[src/rtl/audio_dac_i2s_tx.sv]
// I2S transmitter for a codec-mastered DAC: buffers stereo frames from a valid/ready producer
// and shifts them out MSB first on the codec's BCLK/DACLRC with the standard one-bit delay.
module audio_dac_i2s_tx #(
  parameter int DATA_WIDTH = 16,
  parameter int FIFO_DEPTH = 4
) (
  input  logic                        clk_clk,
  input  logic                        reset_reset_n,
  input  logic [DATA_WIDTH-1:0]       s_left,
  input  logic [DATA_WIDTH-1:0]       s_right,
  input  logic                        s_valid,
  output logic                        s_ready,
  input  logic                        aud_bclk,
  input  logic                        aud_daclrc,
  output logic                        aud_dacdat,
  output logic [$clog2(FIFO_DEPTH):0] fifo_level,
  output logic                        underflow,
  input  logic                        clear_underflow
);

  localparam int AW = $clog2(FIFO_DEPTH);
  localparam int LW = AW + 1;
  localparam int CW = $clog2(DATA_WIDTH + 1);
  localparam logic [LW-1:0] DEPTH_L   = LW'(FIFO_DEPTH);
  localparam logic [CW-1:0] WORD_BITS = CW'(DATA_WIDTH);

  typedef struct packed {
    logic [DATA_WIDTH-1:0] left;
    logic [DATA_WIDTH-1:0] right;
  } frame_t;

  typedef enum logic [1:0] {
    ST_INIT,
    ST_LEFT,
    ST_RIGHT
  } phase_t;

  logic                  bclk_s1, bclk_s2, bclk_d;
  logic                  lrc_s1, lrc_s2;
  logic                  bclk_fall;
  phase_t                state, state_nxt;
  logic                  load_left, load_right;
  frame_t                mem [FIFO_DEPTH];
  frame_t                rd_dat;
  logic [AW:0]           wptr, rptr;
  logic                  fifo_empty, push_vld, pop_vld, run_q;
  logic [DATA_WIDTH-1:0] shreg, held_right;
  logic [CW-1:0]         bit_cnt;

  // Codec clocks are asynchronous; only the second-stage copies are used by the logic.
  always_ff @(posedge clk_clk) begin
    if (!reset_reset_n) begin
      bclk_s1 <= 1'b0;
      bclk_s2 <= 1'b0;
      bclk_d  <= 1'b0;
      lrc_s1  <= 1'b0;
      lrc_s2  <= 1'b0;
    end else begin
      bclk_s1 <= aud_bclk;
      bclk_s2 <= bclk_s1;
      bclk_d  <= bclk_s2;
      lrc_s1  <= aud_daclrc;
      lrc_s2  <= lrc_s1;
    end
  end

  assign bclk_fall = bclk_d & ~bclk_s2;

  // Frame FIFO: pointers carry an extra wrap bit so full and empty are distinguishable.
  assign fifo_level = wptr - rptr;
  assign fifo_empty = (fifo_level == '0);
  assign s_ready    = run_q && (fifo_level < DEPTH_L);
  assign push_vld   = s_valid && s_ready;
  assign pop_vld    = load_left && !fifo_empty;
  assign rd_dat     = mem[rptr[AW-1:0]];

  always_ff @(posedge clk_clk) begin
    if (push_vld) begin
      mem[wptr[AW-1:0]] <= {s_left, s_right};
    end
  end

  always_ff @(posedge clk_clk) begin
    if (!reset_reset_n) begin
      wptr  <= '0;
      rptr  <= '0;
      run_q <= 1'b0;
    end else begin
      run_q <= 1'b1;
      if (push_vld) wptr <= wptr + LW'(1);
      if (pop_vld)  rptr <= rptr + LW'(1);
    end
  end

  // The phase register doubles as the LRC value seen at the previous falling edge;
  // ST_INIT takes one sample first so a reset never fakes an LRC transition.
  always_ff @(posedge clk_clk) begin
    if (!reset_reset_n) begin
      state <= ST_INIT;
    end else begin
      state <= state_nxt;
    end
  end

  always_comb begin
    state_nxt  = state;
    load_left  = 1'b0;
    load_right = 1'b0;
    if (bclk_fall) begin
      case (state)
        ST_INIT:  state_nxt = lrc_s2 ? ST_RIGHT : ST_LEFT;
        ST_LEFT: begin
          if (lrc_s2) begin
            state_nxt  = ST_RIGHT;
            load_right = 1'b1;
          end
        end
        ST_RIGHT: begin
          if (!lrc_s2) begin
            state_nxt = ST_LEFT;
            load_left = 1'b1;
          end
        end
        default:  state_nxt = ST_INIT;
      endcase
    end
  end

  // Load edge drives 0; the MSB leaves on the following falling edge, giving the I2S delay.
  always_ff @(posedge clk_clk) begin
    if (!reset_reset_n) begin
      shreg      <= '0;
      held_right <= '0;
      bit_cnt    <= '0;
      aud_dacdat <= 1'b0;
    end else if (bclk_fall) begin
      if (load_left) begin
        shreg      <= pop_vld ? rd_dat.left  : '0;
        held_right <= pop_vld ? rd_dat.right : '0;
        bit_cnt    <= WORD_BITS;
        aud_dacdat <= 1'b0;
      end else if (load_right) begin
        shreg      <= held_right;
        bit_cnt    <= WORD_BITS;
        aud_dacdat <= 1'b0;
      end else if (bit_cnt != '0) begin
        aud_dacdat <= shreg[DATA_WIDTH-1];
        shreg      <= {shreg[DATA_WIDTH-2:0], 1'b0};
        bit_cnt    <= bit_cnt - CW'(1);
      end else begin
        aud_dacdat <= 1'b0;
      end
    end
  end

  // A same-cycle underflow wins over the clear request.
  always_ff @(posedge clk_clk) begin
    if (!reset_reset_n) begin
      underflow <= 1'b0;
    end else if (load_left && fifo_empty) begin
      underflow <= 1'b1;
    end else if (clear_underflow) begin
      underflow <= 1'b0;
    end
  end

endmodule

[config.mk]
export PLATFORM = sky130hd
export DESIGN_NAME = audio_dac_i2s_tx
export DESIGN_NICKNAME = d
export VERILOG_FILES = /design/src/rtl/audio_dac_i2s_tx.sv
export SDC_FILE = /design/constraint.sdc
export NUM_CORES = 1
export LEC_CHECK = 0
export CORE_AREA = 2 2 138 126
export CTS_CLUSTER_SIZE = 12
export DETAILED_ROUTE_END_ITERATION = 16
export DIE_AREA = 0 0 140 128
export PLACE_DENSITY = 0.64
export SLEW_MARGIN = 10
export SYNTH_ARGS = -nofsm -noshare
export SYNTH_HDL_FRONTEND = slang
export SYNTH_SLANG_ARGS = --single-unit
[constraint.sdc]
create_clock -name clk_clk -period 2.7 [get_ports clk_clk]
set_input_delay 0.54 -clock clk_clk [delete_from_list [all_inputs] [get_ports clk_clk]]
set_output_delay 0.54 -clock clk_clk [all_outputs]
set_load 0.02 [all_outputs]
==> results of run 1 <==
## power groups by stage
| stage | Clock, mW | Combinational (mW) | Sequential (mW) |
|---|---|---|---|
| 2_1_floorplan | 0 | 0.105 | 3.12 |
| 3_3_place_gp | 0 | 0.225 | 3.12 |
| 3_5_place_dp | 0 | 0.231 | 3.13 |
| 4_1_cts | 2.39 | 0.231 | 3.06 |
| 5_1_grt | 2.52 | 0.248 | 3.07 |
| 6_report | 2.35 | 0.227 | 3.06 |
## layout by cell type (no fill, tap or decap), types with 3 or more instances in the layout
master             n
inv_6              5
clkbuf_16         17
a21oi_2            7
edfxtp_1         128
a21oi_1            9
and2_2             3
buf_12             5
dfxtp_1           53
inv_1              7
nand2_1           25
or4_1             15
nor2_1             6
and2_1            10
a21boi_0           6
o21ai_1            3
o311ai_1           9
mux4_2            32
xnor2_1            5
buf_4              9
o311ai_0           6
ha_1               7
clkdlybuf4s50_1   40
o21ai_0           14
inv_8              5
a21boi_1          14
nand3_1           38
## per-layer routing
metal / track usage [%] / share of wire, % / up-vias
li1: - / - / 1903
met1: 21.6 / 45 / 2115
met2: 27.6 / 50 / 93
met3: 4.15 / 3.7 / 16
met4: 6.48 / 1.3 / 0
met5: 0 / 0 / -
## path summary, 6_finish.rpt
path,end,slack (ns)
setup / recovery,fifo_level[2],0.11
hold / removal,bclk_s2,0.44
setup reg to reg,mem[1][19],0.34
hold reg to reg,bclk_s2,0.44
## cell families after synthesis
logic type                 Yosys count
buffers and inverters               40
AOI/OAI and AO/OA                   78
and+or+nand+nor                    115
xor gates and xnor gates             6
DFF                                183
muxes                               33
adders and majority gates            8
## registers in the layout, summed over array words and instances, names as in the netlist, named ones only
register and count:
aud_dacdat 1, bclk_d 1, bclk_s1 1, bclk_s2 1
bit_cnt 5, held_right 16, lrc_s1 1, lrc_s2 1
mem 128, rptr 3, run_q 1, shreg 16
state 2, underflow 1, wptr 3
## stage by stage
step / setup slack (ns) / cell area, sq um / instances / util [%]
final: 0.114 / 8560 / 732 / 51.5
after global routing: 0.0186 / 8560 / 732 / 51.5
after CTS: 0.0188 / 8560 / 731 / 51.5
after detailed placement: 0.0984 / 8000 / 699 / 48.2
after global placement: 0.143 / 8000 / 699 / 48.2
after floorplan: 0.286 / 7320 / 463 / -
## final cells by class
class	count	area (sq um)
clock buffers	18	429
inverters	9	33.8
fillers	1352	8050
repair buffers	57	593
clock inverters	14	129
multi-input cells	240	2160
flip-flops and latches	183	4950
well taps	211	264
## cell usage after synthesis (2+ instances only)
master    number  share of area (%)
xnor2_1        5               0.60
buf_2         10               0.68
mux4_2        32                9.9
buf_4          4               0.41
o21ai_0       14               0.96
nand2b_1       2               0.17
a21boi_1      14                1.4
nor2b_1        2               0.17
or4_1         15                1.5
a21oi_1        9               0.62
nor2_1         6               0.31
edfxtp_1     128                 53
a21boi_0       6               0.62
inv_1          8               0.41
nand3_1       38                2.6
clkbuf_1      13               0.67
a21oi_2        7               0.84
buf_6          4               0.62
nand2_1       25                1.3
o21ai_2        2               0.24
o21ai_1        3               0.21
nor3_1         2               0.14
o311ai_0       6               0.72
and2_1        13                1.1
dfxtp_1       55                 15
nand3b_1       2               0.21
o311ai_1       9                1.1
ha_1           7                1.2
## critical path: stages (launching register included)
cell,delay [ns]
dfxtp_2,0.35
inv_2,0.06
ha_1,0.20
fa_1,0.37
xnor3_2,0.28
inv_2,0.10
clkdlybuf4s15_2,0.26
## repair_timing
action                                 4_1_cts  5_1_grt
gates resized for setup                      9        1
pin swaps                                    0        0
setup endpoints to repair                    3        1
endpoints found under the hold margin        0        0
buffers inserted                             0        1
==> summary.txt, run 1 <==
Routing
  – Routed len/inst: approximately 19 microns
  – Mean number of vias per cell: approximately 5.6
  – Router iterations before antenna repair: 5
  – Drc violations: 0
  – Via count: about 4100
  – Routed Antenna Nets: 0
  – Final WL: roughly 14000 microns
  – 1st-iter DRT viols: 300

Clocking
  – Worst skew pair latency: roughly 0.43 ns
  – Clk buf depth: 2
  – Clk pin slew, worst setup/hold paths: about 0.07 ns
  – Clock sinks: around 180
  – Clk root buf: clkbuf_16
  – Htree depth: 4
  – TritonCTS buffer count: 17
  – TritonCTS clock tree: built
  – Hold Buf Count CTS: 0

Synthesis
  – Yosys cell types: 50
  – Synth Area in XOR/XNOR: less than 1%
  – Post-Synth Simple-Gate Area: a little under a tenth
  – Avg Cell Area, Syn: ~16 sq um
  – Seq/Total Area, Yosys: 67.6%
  – Async S/R FF share, synth: 0%
  – Yosys warns: 0
  – Synth Register Bits: 183
  – Synth Area in Compound Gates: under 10%
  – Mux cell area share after synthesis: between 9 and 10%
  – Prevailing post-synth register cell: edfxtp_1
  – Synth Area in Adders: about 1.5%
  – Largest family of logic cells by synthesized area: multiplexers
  – Net Count, Synth: approximately 500
  – Syn Inst Count: between 400 and 500
  – Mapped Area: ~0.0073 sq mm
  – Post-synth EDFFs: ~130

Global routing
  – Largest net degree at the start of global routing: 55
  – GRT Overall Usage: 16.7%
  – Grt ovf: 0
  – Initial antenna violation count: 0
  – Global-route wire length before repair: between 20000 and 25000 microns
  – Vias in the first global route: approximately 4200

Timing
  – RSZ-0062 raised after global routing: no
  – WHS: around 0.44 ns
  – Final min period: between 2 and 3 ns
  – Worst Skew: ~0.0096 ns
  – Rel. slew slack: between 60% and 70%
  – F_max: 387 MHz
  – Least-Margin Pin Slew: between 0.5 and 0.6 ns
  – Count of final setup violators: 0
  – Final Hold Viols: 0
  – Final period util: between 90% and 100%
  – Setup TNS: 0 ns
  – Final Max Tran Viols: 0

Worst setup path
  – CP arrival: 2.05 ns
  – Worst Reg2Reg Path Length in Cells: 7
  – Reg2reg start: wptr[0]
  – WS Path Type: flop to output pin
  – Worst Path Required: 2.16 ns
  – Worst setup startpoint: wptr[0]
  – Worst Path Max Fanout: 5
  – CP endpoint kind: output pin
  – CP Launch Type: flop

Power and ir drop
  – Internal power: around 4.4 mW
  – P_leak: 2.76 nW
  – Net Sw Frac: between 20% and 30%
  – Clock power frac: a little over two fifths
  – Flop pwr share: between 50% and 60%
  – Sw power: 1.26 mW
  – Comb power frac: under 10%
  – Worst IR drop on VDD: between 400 and 500 uV
  – Final Power: roughly 5.6 mW
  – PwrDens: around 660 mW/mm^2

Job
  – Number of max-cap violations: 0

Worst hold path
  – Hold Path Class: flop to flop
  – Hold Path Origin: bclk_s1
  – Hold depth: 1

Die
  – Width of the die: 140 microns
  – Core ar.: 0.0166 sq mm
  – Num rows: between 40 and 50
  – I/O pins: 44
  – Die height: 128 microns
  – DIE AREA: 0.0179 sq mm
  – Initial core utilization: roughly 44%

Layout
  – Diode count: 0
  – Final net count: between 500 and 600
  – Share of cells above drive strength 1: 20.2%
  – Layout area overhead: 17.1%

Status
  – Status: complete, no violations

Placement
  – GP Congestion: about 0.78
  – HPWL Detailed: between 8000 and 9000 microns
  – Port bufs: 43
No activity file was read; power rests on OpenSTA's default activity.
==> run 2, diff against run 1 <==
--- a/config.mk
+++ b/config.mk
@@ -6,10 +6,10 @@
 export NUM_CORES = 1
 export LEC_CHECK = 0
 export CORE_AREA = 2 2 138 126
+export CTS_CLUSTER_DIAMETER = 30
 export CTS_CLUSTER_SIZE = 12
 export DETAILED_ROUTE_END_ITERATION = 16
 export DIE_AREA = 0 0 140 128
-export PLACE_DENSITY = 0.64
 export SLEW_MARGIN = 10
 export SYNTH_ARGS = -nofsm -noshare
 export SYNTH_HDL_FRONTEND = slang
==> run 2 against run 1 <==
The flow now finishes with violations (DRC). Non-clock buffer count unchanged. Worst hold slack got worse by 0.0017 ns. Combinational power grew 2%. Die area is the same. Routed wire length rose by 1.9%. Sequential power hardly changed. Global-route usage grew 0.46 points. Count of clock-buffer cells in the layout unchanged. Highest routed layer unchanged.
==> summary.txt, run 2 (synthesis gave the netlist of run 1 again) <==
Worst setup path
  – CP Launch Type: flop (unchanged)
  – CP arrival: 2.06 ns (was 2.05 ns)
  – Worst Path Required: 2.16 ns (about the same)
  – WS Path Type: flop to output pin (unchanged)
  – Worst Path Max Fanout: 4 (was 5)
  – CP endpoint kind: output pin (unchanged)

Placement
  – Placed cell areas: 0.00801 sq mm (was 0.00800 sq mm)
  – GP Congestion: 0.739 (was 0.779)
  – Cell total after placement: 699 (unchanged)
  – HPWL Detailed: 8110 microns (was 8260 microns)
  – Port bufs: 43 (unchanged)

Global routing
  – Grt ovf: 0 (unchanged)
  – Largest net degree at the start of global routing: 40 (was 55)
  – Global-route wire length before repair: 23100 microns (was 22700 microns)
  – GRT Overall Usage: 17.2% (was 16.7%)
  – Vias in the first global route: 4200 (was 4247)
  – Initial antenna violation count: 0 (unchanged)

Layout
  – Layout area overhead: 17.6% (was 17.1%)
  – Max FFs per register: 128 (unchanged)
  – Final Cell Area: 0.00860 sq mm (was 0.00856 sq mm)
  – Most frequent cells in the layout: 128 x edfxtp_1, 53 x dfxtp_1, 40 x clkdlybuf4s50_1 (unchanged)
  – Most common cell after layout, fill and taps aside: edfxtp_1 (unchanged)
  – Share of cells above drive strength 1: 19.8% (was 20.2%)
  – Non-filler cells, final: 732 (unchanged)
  – Diode count: 0 (unchanged)
  – Final net count: 554 (unchanged)
  – Final Core Density: 51.8% (was 51.5%)

Timing
  – Final Hold Viols: 0 (unchanged)
  – Worst Skew: 0.00919 ns (was 0.00962 ns)
  – RSZ-0062 raised after global routing: no (unchanged)
  – F_max: 385 MHz (was 387 MHz)
  – Final Max Tran Viols: 0 (unchanged)
  – Final period util: 96.2% (was 95.8%)
  – Setup TNS: 0 ns (unchanged)
  – Least-Margin Pin Slew: 0.642 ns (was 0.562 ns)
  – Count of final setup violators: 0 (unchanged)
  – Rel. slew slack: 57.0% (was 62.4%)
  – Final min period: 2.60 ns (was 2.59 ns)

Die
  – DIE AREA: 0.0179 sq mm (unchanged)
  – Initial core utilization: 44.0% (unchanged)
  – Width of the die: 140 microns (unchanged)
  – Die height: 128 microns (unchanged)
  – Core ar.: 0.0166 sq mm (unchanged)
  – Num rows: 45 (unchanged)
  – I/O pins: 44 (unchanged)

Routing
  – Routed len/inst: 19.5 microns (was 19.2 microns)
  – Mean number of vias per cell: 5.53 (was 5.64)
  – Router iterations before antenna repair: 10 (was 5)
  – Routed Antenna Nets: 0 (unchanged)
  – Drc violations: 2 (was 0)
  – Via count: 4048 (was 4127)
  – 1st-iter DRT viols: 363 (was 300)
  – Final WL: 14300 microns (was 14000 microns)

Power and ir drop
  – P_leak: 2.78 nW (was 2.76 nW)
  – Worst IR drop on VDD: 556 uV (was 442 uV)
  – Sw power: 1.23 mW (was 1.26 mW)
  – Internal power: 4.55 mW (was 4.38 mW)
  – Net Sw Frac: 21.3% (was 22.3%)
  – PwrDens: 673 mW/mm^2 (was 658 mW/mm^2)
  – Clock power frac: 43.0% (was 41.6%)
  – Comb power frac: 4.0% (about the same)
  – Flop pwr share: 53.0% (was 54.4%)

Clocking
  – Clk pin slew, worst setup/hold paths: 0.07 ns (about the same)
  – Worst skew pair latency: 0.43 ns (about the same)
  – TritonCTS clock tree: built (unchanged)
  – Htree depth: 4 (unchanged)
  – TritonCTS buffer count: 17 (unchanged)
  – Clk root buf: clkbuf_16 (unchanged)
  – Clk buf depth: 2 (unchanged)
  – Clock sinks: 183 (unchanged)

Status
  – Failing checks: DRC
  – Status: finished, violations left (was complete, no violations)

Worst hold path
  – Hold Path Class: flop to flop (unchanged)

Job
  – Number of max-cap violations: 0 (unchanged)
-- run 2: stage by stage --
step / power, mW / hold slack (ns) / worst slack (ns)
3_5_place_dp: 3.36 / 0.433 / 0.0837
6_report: 5.78 / 0.442 / 0.103
2_1_floorplan: 3.23 / 0.412 / 0.286
5_1_grt: 5.98 / 0.472 / 0.0227
3_3_place_gp: 3.35 / 0.427 / 0.138
4_1_cts: 5.84 / 0.443 / 0.0501
-- run 2: final timing paths --
check | to | startpoint | slack, ns | depth (start not counted)
setup reg to reg | mem[0][4] | wptr[0] | 0.21 | 8
hold reg to reg | bclk_s2 | bclk_s1 | 0.44 | 1
setup / recovery | s_ready | wptr[0] | 0.10 | 6
hold / removal | bclk_s2 | bclk_s1 | 0.44 | 1
-- run 2: area by class of cell --
type                       instances  area, sq um
multi-input combinational        240         2160
tap                              211          264
clock buffer                      18          429
timing repair buffer              57          599
sequential                       183         4950
clock inverter                    14          163
inverter                           9         33.8
fill                            1388         8010
-- run 2: metal layers --
layer	global-route usage, %	part of all wire, %
met1	22.2	44
met2	29.1	51
met3	4.71	4.5
met4	4.63	0.69
met5	0	0
-- run 2: repair_timing --
action	4_1_cts	5_1_grt
setup endpoints to repair	3	1
gates resized for setup	9	1
hold buffers	0	0
buffers inserted	1	0
gates cloned	0	0
-- run 2: power by group through the flow --
stage / clock [mW] / combinational, mW / sequential (mW)
4_1_cts: 2.54 / 0.236 / 3.06
5_1_grt: 2.66 / 0.252 / 3.07
6_report: 2.49 / 0.232 / 3.06
3_5_place_dp: 0 / 0.236 / 3.13
2_1_floorplan: 0 / 0.105 / 3.12
3_3_place_gp: 0 / 0.231 / 3.12
-- run 2: critical path, stage by stage (launching register included) --
cell and delay, ns:
dfxtp_2 0.35, inv_1 0.09, ha_1 0.22, fa_1 0.38
xnor3_2 0.27, and2_1 0.17, buf_2 0.15
